## config.mk

```make
export PLATFORM = sky130hd
export DESIGN_NAME = branch_resolve
export DESIGN_NICKNAME = d
export VERILOG_FILES = /design/src/rtl/branch_pkg.sv /design/src/rtl/branch_resolve_cond.sv /design/src/rtl/branch_resolve.sv
export SDC_FILE = /design/constraint.sdc
export NUM_CORES = 1
export LEC_CHECK = 0
export CAP_MARGIN = 20
export CORE_ASPECT_RATIO = 2
export CORE_MARGIN = 8
export CORE_UTILIZATION = 30
export DETAILED_ROUTE_END_ITERATION = 12
export PLACE_DENSITY = 0.54
export SYNTH_ARGS = -nofsm -noshare
export SYNTH_HDL_FRONTEND = slang
export SYNTH_SLANG_ARGS = --single-unit
```

## constraint.sdc

```tcl
create_clock -name clk -period 2.7 [get_ports clk]
set_clock_uncertainty 0.05 [all_clocks]
set_input_delay 0.54 -clock clk [delete_from_list [all_inputs] [get_ports clk]]
set_output_delay 0.54 -clock clk [all_outputs]
set_load 0.02 [all_outputs]
```

## src/rtl/branch_pkg.sv

```systemverilog
// Shared types and constants for the branch resolution block.
// Branch offsets are in instruction words; INSTR_SHIFT turns them into bytes.
package branch_pkg;

  typedef enum logic [1:0] {
    NONE = 2'd0,
    CBZ  = 2'd1,
    CBNZ = 2'd2,
    B    = 2'd3
  } br_kind_e;

  localparam int N_DEFAULT   = 64;
  localparam int INSTR_SHIFT = 2;

endpackage

```

## src/rtl/branch_resolve_cond.sv

```systemverilog
// Combinational taken decision for the instruction sitting in M.
module branch_cond
  import branch_pkg::*;
(
  input  logic     valid,
  input  br_kind_e kind,
  input  logic     zero,
  output logic     take
);

  always_comb begin
    take = 1'b0;
    case (kind)
      B:       take = valid;
      CBZ:     take = valid & zero;
      CBNZ:    take = valid & ~zero;
      default: take = 1'b0;
    endcase
  end

endmodule

```

## src/rtl/branch_resolve.sv

```systemverilog
// Two-stage (E, M) branch resolution: target computed on E->M, redirect and
// flush issued from M registers only, plus a saturating taken-branch counter.
module branch_resolve
  import branch_pkg::*;
#(
  parameter int N     = N_DEFAULT,
  parameter int CNT_W = 32
) (
  input  logic             clk,
  input  logic             reset,
  input  logic             valid_D,
  input  br_kind_e         kind_D,
  input  logic [N-1:0]     PC_D,
  input  logic [N-1:0]     imm_D,
  input  logic             zero_E,
  output logic             PCSrc_F,
  output logic [N-1:0]     PCBranch_F,
  output logic             flush_DE,
  output logic [CNT_W-1:0] taken_cnt
);

  logic         valid_E;
  br_kind_e     kind_E;
  logic [N-1:0] PC_E;
  logic [N-1:0] imm_E;

  logic         valid_M;
  br_kind_e     kind_M;
  logic         zero_M;
  logic [N-1:0] target_M;

  logic         take_M;

  branch_cond u_cond (
    .valid (valid_M),
    .kind  (kind_M),
    .zero  (zero_M),
    .take  (take_M)
  );

  // A redirect out of M squashes whatever is entering E and M this cycle.
  always_ff @(posedge clk or negedge reset) begin
    if (!reset) begin
      valid_E  <= 1'b0;
      kind_E   <= NONE;
      PC_E     <= '0;
      imm_E    <= '0;
      valid_M  <= 1'b0;
      kind_M   <= NONE;
      zero_M   <= 1'b0;
      target_M <= '0;
    end else begin
      valid_E  <= valid_D & ~PCSrc_F;
      kind_E   <= kind_D;
      PC_E     <= PC_D;
      imm_E    <= imm_D;
      valid_M  <= valid_E & ~PCSrc_F;
      kind_M   <= kind_E;
      zero_M   <= zero_E;
      target_M <= PC_E + (imm_E << INSTR_SHIFT);
    end
  end

  always_ff @(posedge clk or negedge reset) begin
    if (!reset) begin
      taken_cnt <= '0;
    end else if (PCSrc_F && (taken_cnt != '1)) begin
      taken_cnt <= taken_cnt + CNT_W'(1);
    end
  end

  assign PCSrc_F    = take_M;
  assign flush_DE   = take_M;
  assign PCBranch_F = valid_M ? target_M : '0;

endmodule
```

==> Yosys cells after proc, flatten, opt, wreduce, memory -nomap -nowiden <==
Cells that the tools add are included.
{ "totals": {"ff_bits": 229, "in_bits": 134, "out_inout_bits": 98, "wordCells": 24} }
{ "op_classes": {"addsub": 2, "eq_ne": 4, "mux": 2, "bitwise_logic": 6, "reduce_logical": 1} }
{ "op_table": {"columns": ["operator", "n"], "rows": [
  ["$add 64x64->64", 1],
  ["$mux 64", 1],
  ["$add 32x1->32 const B", 1],
  ["$ne 32x32->1 const B", 1],
  ["$and 1x1->1", 4],
  ["$eq 2x2->1 const B", 2],
  ["$pmux 1 s3", 1],
  ["$eq 2x1->1 const B", 1],
  ["$not 1->1", 2],
  ["$logic_and 1x1->1", 1]
]} }

==> Logic depth before layout (Yosys ltp) <==
Gate-level depths: netlist of the first run.
{ "depth": {"ltp_word": 5, "depth_mapped": 12, "ltp_nobuf": 12} }

==> Cells and area by module <==
Synthesis of the first run repeated with hierarchy kept, for this count alone.
{ "unflattened": {"cells_unflattened": 966, "area_unflattened_um2": 10857.9} }
{ "modules_own_cells": {"columns": ["mod", "n_inst", "cells_each", "area_each_um2", "seq_area_each_um2"], "rows": [
  ["branch_resolve", 1, 957, 10784.1, 5730.5],
  ["branch_cond", 1, 9, 73.8, 0.0]
]} }

==> Worst setup path after synthesis of the first run <==
OpenSTA, ideal clock, no wires.
{ "synth_timing": {"path_type": "reg-to-reg", "startpoint": "reg kind_M[0]", "endpoint": "reg taken_cnt[12]", "setup_time_ns": 0.130, "arrival_ns": 2.695, "required_time_ns": 2.520, "setup_slack_ns": -0.174, "path_stages_with_launch": 11, "path_buffers": 0, "period_less_slack_ns": 2.874, "cell_sequence": "dfrtp_1 > inv_1 > ha_1 > xor2_1 > a21oi_1 > nor3b_1 > or2b_4 > or2_2 > nor2_1 > nand3_1 > xnor2_1"} }
{ "synth_between": {"elab_chain_len": 3, "elab_cells_between_ends": 5, "cone_classes": "eq/ne: 3; mux: 1; reduce/logical: 1"} }
{ "synth_lines": {"columns": ["element", "line", "text"], "rows": [
  ["start: declaration", "branch_resolve.sv:28", "br_kind_e kind_M;"],
  ["start signal: assignment", "branch_resolve.sv:58", "kind_M <= kind_E;"],
  ["$eq 2x2->1 / $eq 2x1->1 (equally long branches)", "branch_resolve_cond.sv:13", "case (kind)"],
  ["$pmux 1 s3 (*)", "branch_resolve_cond.sv:13", null],
  ["named net PCSrc_F", "branch_resolve.sv:16", "output logic PCSrc_F,"],
  ["$logic_and 1x1->1 (*)", "branch_resolve.sv:67", "end else if (PCSrc_F && (taken_cnt != '1)) begin"],
  ["end signal: assignment", "branch_resolve.sv:68", "taken_cnt <= taken_cnt + CNT_W'(1);"],
  ["end: declaration", "branch_resolve.sv:19", "output logic [CNT_W-1:0] taken_cnt"]
]} }
The timed path passes the listed nets; every way through them passes the cells marked *.
A chain may end at the register's enable or synchronous reset.

==> Worst setup path after layout of the first run <==
{ "layout_timing": {"startpoint": "reg PC_E[2]", "endpoint": "reg target_M[40]"} }
{ "layout_between": {"elab_chain_len": 1} }
{ "layout_lines": {"columns": ["element", "line", "text"], "rows": [
  ["start: declaration", "branch_resolve.sv:24", "logic [N-1:0] PC_E;"],
  ["start signal: assignment", "branch_resolve.sv:46", "PC_E <= '0;"],
  ["start signal: assignment", "branch_resolve.sv:55", "PC_E <= PC_D;"],
  ["$add 64x64->64", "branch_resolve.sv:60", "target_M <= PC_E + (imm_E << INSTR_SHIFT);"],
  ["end signal: assignment", "branch_resolve.sv:60", null],
  ["end: declaration", "branch_resolve.sv:30", "logic [N-1:0] target_M;"]
]} }
No other way between the ends.

==> flow_metrics.py, run 1 <==
metrics = {
    "min_path": {
        "whs_path_depth": 0,
        "hold_path_end": "target_M[0]",
        "hp-start": "PC_E[0]",
        "hold_class": "register to register",
    },
    "finish": {
        "syn2layout_area_growth_pct": 49.4,
        "stdcell_area_um2": 15800,
        "multi_input_area_um2": 5010,
        "n_fill_cell": 3274,
        "drive_above_1_share_pct": 20.9,
        "fin_nets": 1537,
        "seqCellArea_um2": 5730,
    },
    "global_route": {
        "first_global_vias": 9478,
        "globalRouteOverflowTotal": 0,
        "grt_pass1_wl_mm": 51.0,
        "grt_usage_pct": 15.9,
        "grt_start_max_net_pins": 74,
        "antenna_found_initial": 2,
    },
    "job": {
        "max_cap_violations": 0,
    },
    "run_status": {
        "status": "finished with violations",
        "violations": "negative setup slack",
    },
    "setup_path": {
        "critical_path_required_ps": 3070,
        "cp.arrival_ps": 3280,
        "reg2reg_to": "target_M[40]",
        "crit_fanout": 3,
        "crit_type": "register to register",
        "rrSetupSlack_ps": -210,
        "critical_path.endpoint_type": "register",
        "rr_worst_depth": 14,
        "timing.rr.start": "PC_E[2]",
        "start_kind": "register",
        "critPathLaunch": "PC_E[2]",
    },
    "logic_synthesis": {
        "syn_nets": 1152,
        "yosys_warnings": 0,
        "synthCells": 952,
        "async_flop_share_pct": 100,
        "synth_edf_count": 0,
        "syn_area_per_cell_um2": 11.1,
        "synth-main-ff-cell": "dfrtp_1",
        "synth_seq_cells": 229,
        "synth_area_um2": 10600,
        "yosysSeqAreaShare_pct": 54.3,
        "synth_cell_types": 69,
    },
    "sta": {
        "worstMarginPinSlew_ps": 563,
        "layout_setup_ws_ps": -205,
        "holdWs_ps": 309,
        "max_freq_ghz": 0.344,
        "period_share_pct": 108,
        "fin_tns_setup_ps": -1710,
        "finalMaxSlewViolations": 0,
        "hold_viol": 0,
        "period_needed_ps": 2910,
        "relSlewSlack_pct": 62.1,
        "setup_viol": 16,
        "grt_setup_unrepaired": "true",
    },
    "floorplan": {
        "die_y_um": 281,
        "core_area_um2": 34800,
        "start_util_pct": 30.3,
        "die_area_um2": 41800,
        "rows": 97,
        "die_w_um": 149,
        "io_pins": 232,
    },
    "clock_tree": {
        "htreeDepth": 1,
        "cts_root_buf": "clkbuf_16",
        "clk_pin_slew_ps": 60,
        "clk_latency_ps": 540,
        "cts_buffer_depth": 3,
        "cts_buffers": 25,
        "tritoncts": "done",
        "cts_sinks": 229,
    },
    "placement": {
        "port_buffers": 229,
        "routabilityCongestion": 0.864,
        "dp_hpwl_mm": 26.6,
        "place_area_um2": 14400,
    },
    "route": {
        "wl_mm": 33.2,
        "ant_nets": 0,
        "drtPass1Iterations": 7,
        "route.detailed.drc": 0,
        "avgRoutedWirePerCell_um": 18.4,
        "avgViaCountPerCell": 4.68,
        "vias": 8430,
        "drt-initial-drc-count": 253,
    },
    "power_and_ir_drop": {
        "p_leak_nw": 6.86,
        "power_density_nw_per_um2": 624,
        "ir_drop_mv": 0.514,
    },
}
layer usage:
metal / share of wire, % / global-route usage, % / vias to the layer above
met5: 0 / 0 / -
met2: 59 / 32.9 / 198
met4: 3.9 / 7.33 / 0
met1: 31 / 13.6 / 4078
met3: 5.7 / 3.50 / 64
li1: - / - / 4090
area by class of cell:
class | instances | area share [%]
clock inverters | 16 | 1.23
clock buffers | 29 | 4.13
repair buffers | 383 | 22.3
multi-input cells | 673 | 31.8
diodes | 2 | 0.0318
inverters | 25 | 0.595
flip-flops and latches | 229 | 36.4
well taps | 445 | 3.53
what timing repair did:
item | CTS | global route
resized for setup | 64 | 40
hold buffers | 1 | 0
hold endpoints to repair | 68 | 0
pin swaps | 37 | 25
endpoints found under the setup margin | 33 | 44
buffers inserted | 10 | 7
cells by family (layout without fill, tap and decap cells):
logic type      count (synthesis)  after routing  synth area share (%)
compound gates                211            211                  12.4
xor+xnor                       89             89                  7.39
fa+ha+maj                      66             66                  7.90
buf+inv                        50            453                  1.85
flops                         229            229                  54.3
mux                             3              3                 0.296
other cells                     0              2                     0
simple gates                  304            304                  15.9
where the power goes:
part | switching (W) | internal [W]
Sequential | 0.000137 | 0.00377
Combinational | 0.00122 | 0.00119
Clock | 0.00147 | 0.00205
critical path: stages (launching register included):
cell	delay (ps)
dfrtp_1	340
ha_2	180
inv_2	40
fa_2	370
nand2b_4	170
a21oi_4	150
buf_4	130
buf_6	80
o2111ai_1	120
and2_4	200
and3b_2	220
or3_1	310
o311a_1	170
buf_4	160
xnor2_2	120
layout by cell type, fill, tap and decap left out, drive strengths merged, types with 42 or more instances in the layout:
master | Yosys | routed
and2 | 71 | 71
dfrtp | 229 | 229
a21oi | 83 | 83
ha | 65 | 65
nor2 | 48 | 48
o21ai | 42 | 42
clkdlybuf4s50 | 0 | 220
xnor2 | 62 | 62
buf | 4 | 154
nand2 | 74 | 74
flip-flops by register name, summed over array words and instances (netlist names):
name	cells
taken_cnt	32
target_M	64
kind_E	2
kind_M	2
valid_M	1
imm_E	62
PC_E	64
valid_E	1
zero_M	1
synthesized netlist by cell type (12+ instances only):
master / instances / share of area, %
a21oi_1: 83 / 3.9
nand3_1: 21 / 1.0
clkbuf_1: 21 / 0.75
o21bai_1: 12 / 0.85
nand4_1: 21 / 1.2
xnor2_1: 62 / 5.1
xor2_1: 27 / 2.2
ha_1: 65 / 7.7
nand2_1: 73 / 2.6
inv_1: 25 / 0.89
nor3_1: 13 / 0.62
dfrtp_1: 229 / 54
nor2_1: 47 / 1.7
o21ai_0: 39 / 1.8
a21o_1: 20 / 1.4
and2_1: 71 / 4.2
metrics by stage:
step / setup WS, ps / power [W] / cells / util [%]
floorplan: 12.2 / 0.00505 / 952 / -
global placement: -369 / 0.00627 / 1739 / 41.3
detailed placement: -478 / 0.00629 / 1739 / 41.3
CTS: -273 / 0.00992 / 1795 / 44.6
global route: -360 / 0.0103 / 1802 / 45.2
finish: -205 / 0.00983 / 1802 / 45.2
how the worst max path moves through the flow:
stage	to
6_report	target_M[40]
5_1_grt	target_M[58]
4_1_cts	target_M[58]
3_5_place_dp	target_M[62]
3_3_place_gp	target_M[62]
2_1_floorplan	target_M[62]
Power figures use the tool's default switching activity.
==> inputs of run 2 (changes only) <==
--- a/config.mk
+++ b/config.mk
@@ -6,11 +6,13 @@
 export NUM_CORES = 1
 export LEC_CHECK = 0
 export CAP_MARGIN = 20
+export CELL_PAD_IN_SITES_DETAIL_PLACEMENT = 1
+export CELL_PAD_IN_SITES_GLOBAL_PLACEMENT = 1
 export CORE_ASPECT_RATIO = 2
 export CORE_MARGIN = 8
 export CORE_UTILIZATION = 30
 export DETAILED_ROUTE_END_ITERATION = 12
-export PLACE_DENSITY = 0.54
+export PLACE_DENSITY = 0.66
 export SYNTH_ARGS = -nofsm -noshare
 export SYNTH_HDL_FRONTEND = slang
 export SYNTH_SLANG_ARGS = --single-unit
==> flow_metrics.py, run 2 (same netlist as run 1, synthesis figures left out) <==
metrics = {
    "sta": {
        "setup_viol": 14,
        "period_share_pct": 111,
        "relSlewSlack_pct": 60.1,
        "layout_setup_ws_ps": -310,
        "period_needed_ps": 3010,
        "hold_viol": 0,
        "max_freq_ghz": 0.332,
        "grt_setup_unrepaired": "true",
        "worstMarginPinSlew_ps": 583,
        "finalMaxSlewViolations": 0,
    },
    "floorplan": {
        "die_w_um": 149,
        "rows": 97,
        "die_y_um": 281,
        "die_area_um2": 41800,
        "core_area_um2": 34800,
        "io_pins": 232,
        "start_util_pct": 30.3,
    },
    "global_route": {
        "grt_usage_pct": 16.9,
        "antenna_found_initial": 1,
        "grt_start_max_net_pins": 67,
        "first_global_vias": 10100,
        "grt_pass1_wl_mm": 54.4,
        "globalRouteOverflowTotal": 0,
    },
    "finish": {
        "final_cell_mix": "dfrtp_1 (228), clkdlybuf4s50_1 (224), buf_4 (139), nand2_1 (72), and2_1 (70)",
        "n_fill_cell": 3789,
        "stdcell_area_um2": 15800,
        "fin_nets": 1533,
        "largest_registers": "PC_E (64), target_M (64), imm_E (62)",
        "syn2layout_area_growth_pct": 49.4,
        "drive_above_1_share_pct": 21.8,
        "mostFrequentLayoutCell": "dfrtp_1",
    },
    "setup_path": {
        "crit_fanout": 3,
        "critical_path_required_ps": 3090,
        "critical_path.endpoint_type": "register",
        "cp.arrival_ps": 3400,
        "crit_type": "register to register",
        "start_kind": "register",
    },
    "route": {
        "avgRoutedWirePerCell_um": 19.8,
        "drt-initial-drc-count": 161,
        "avgViaCountPerCell": 4.81,
        "wl_mm": 35.5,
        "route.detailed.drc": 0,
        "vias": 8634,
        "ant_nets": 0,
        "drtPass1Iterations": 6,
    },
    "placement": {
        "dp_hpwl_mm": 28.5,
        "place_area_um2": 14400,
        "port_buffers": 229,
        "routabilityCongestion": 0.867,
    },
    "job": {
        "max_cap_violations": 0,
    },
    "clock_tree": {
        "clk_latency_ps": 540,
        "cts_root_buf": "clkbuf_16",
        "cts_sinks": 229,
        "tritoncts": "done",
        "cts_buffers": 23,
        "htreeDepth": 1,
        "clk_pin_slew_ps": 70,
        "cts_buffer_depth": 3,
    },
    "run_status": {
        "violations": "negative setup slack",
        "status": "finished with violations",
    },
    "power_and_ir_drop": {
        "power_density_nw_per_um2": 612,
        "ir_drop_mv": 0.511,
        "total_power_w": 0.00964,
        "p_leak_nw": 6.79,
    },
    "min_path": {
        "hold_class": "register to register",
    },
}
-- run 2: routing by layer --
layer / track usage [%] / vias to the layer above / wire length [um]
met5: 0 / - / 0
met4: 7.10 / 0 / 1250
met3: 2.77 / 71 / 1500
met2: 35.6 / 210 / 21300
met1: 14.7 / 4284 / 11400
li1: - / 4069 / -
-- run 2: cell type report --
class	instances	area (um2)	share of cell area (%)
antenna	1	2.50	0.0159
sequential	229	5730	36.4
clock buffer	26	617	3.91
timing repair buffer	381	3510	22.3
multi-input combinational	673	5100	32.4
tap	445	557	3.53
clock inverter	15	145	0.921
inverter	25	93.8	0.595
-- run 2: power by group --
group	switching [W]	total [W]	internal, W
registers	0.000159	0.00393	0.00377
clock network	0.00146	0.00324	0.00178
logic	0.00126	0.00248	0.00122
total	0.00288	0.00964	0.00677
-- run 2: metrics by stage --
stage | TNS [ps] | setup WS [ps] | std cells | util [%] | hold slack (ps)
after CTS | -2430 | -361 | 1787 | 44.7 | 294
after detailed placement | -5050 | -443 | 1737 | 41.3 | 289
after global placement | -3810 | -354 | 1737 | 41.3 | 283
after floorplan | 0 | 12.2 | 952 | - | 194
final | -2320 | -310 | 1795 | 45.2 | 292
after global routing | -5090 | -451 | 1795 | 45.2 | 301
-- run 2: path summary, 6_finish.rpt --
path | from | to | slack, ps | cells past startpoint
max | imm_E[0] | target_M[62] | -310 | 12
min | kind_E[0] | kind_M[0] | 290 | 0
max reg2reg | imm_E[0] | target_M[62] | -310 | 12
min reg2reg | kind_E[0] | kind_M[0] | 290 | 0
max in group asynchronous | reset | taken_cnt[28] | 1390 | 3
min in group asynchronous | reset | taken_cnt[15] | 510 | 2
-- run 2: what timing repair did --
item                                    in CTS  in global routing
endpoints found under the setup margin      31                 48
setup buffers                                9                 10
hold endpoints to repair                    60                  0
hold buffers                                 1                  0
gates resized for setup                     77                 40
pin swaps                                   32                 30
-- run 2: critical path, cell delays in order (launching register included) --
cell	delay [ps]
dfrtp_1	340
ha_2	190
inv_2	40
fa_2	370
nand2b_4	170
a21oi_4	180
o21ai_2	90
a21o_1	240
a311oi_4	260
o211ai_1	210
o31a_1	400
mux2i_1	160
nor4b_2	220
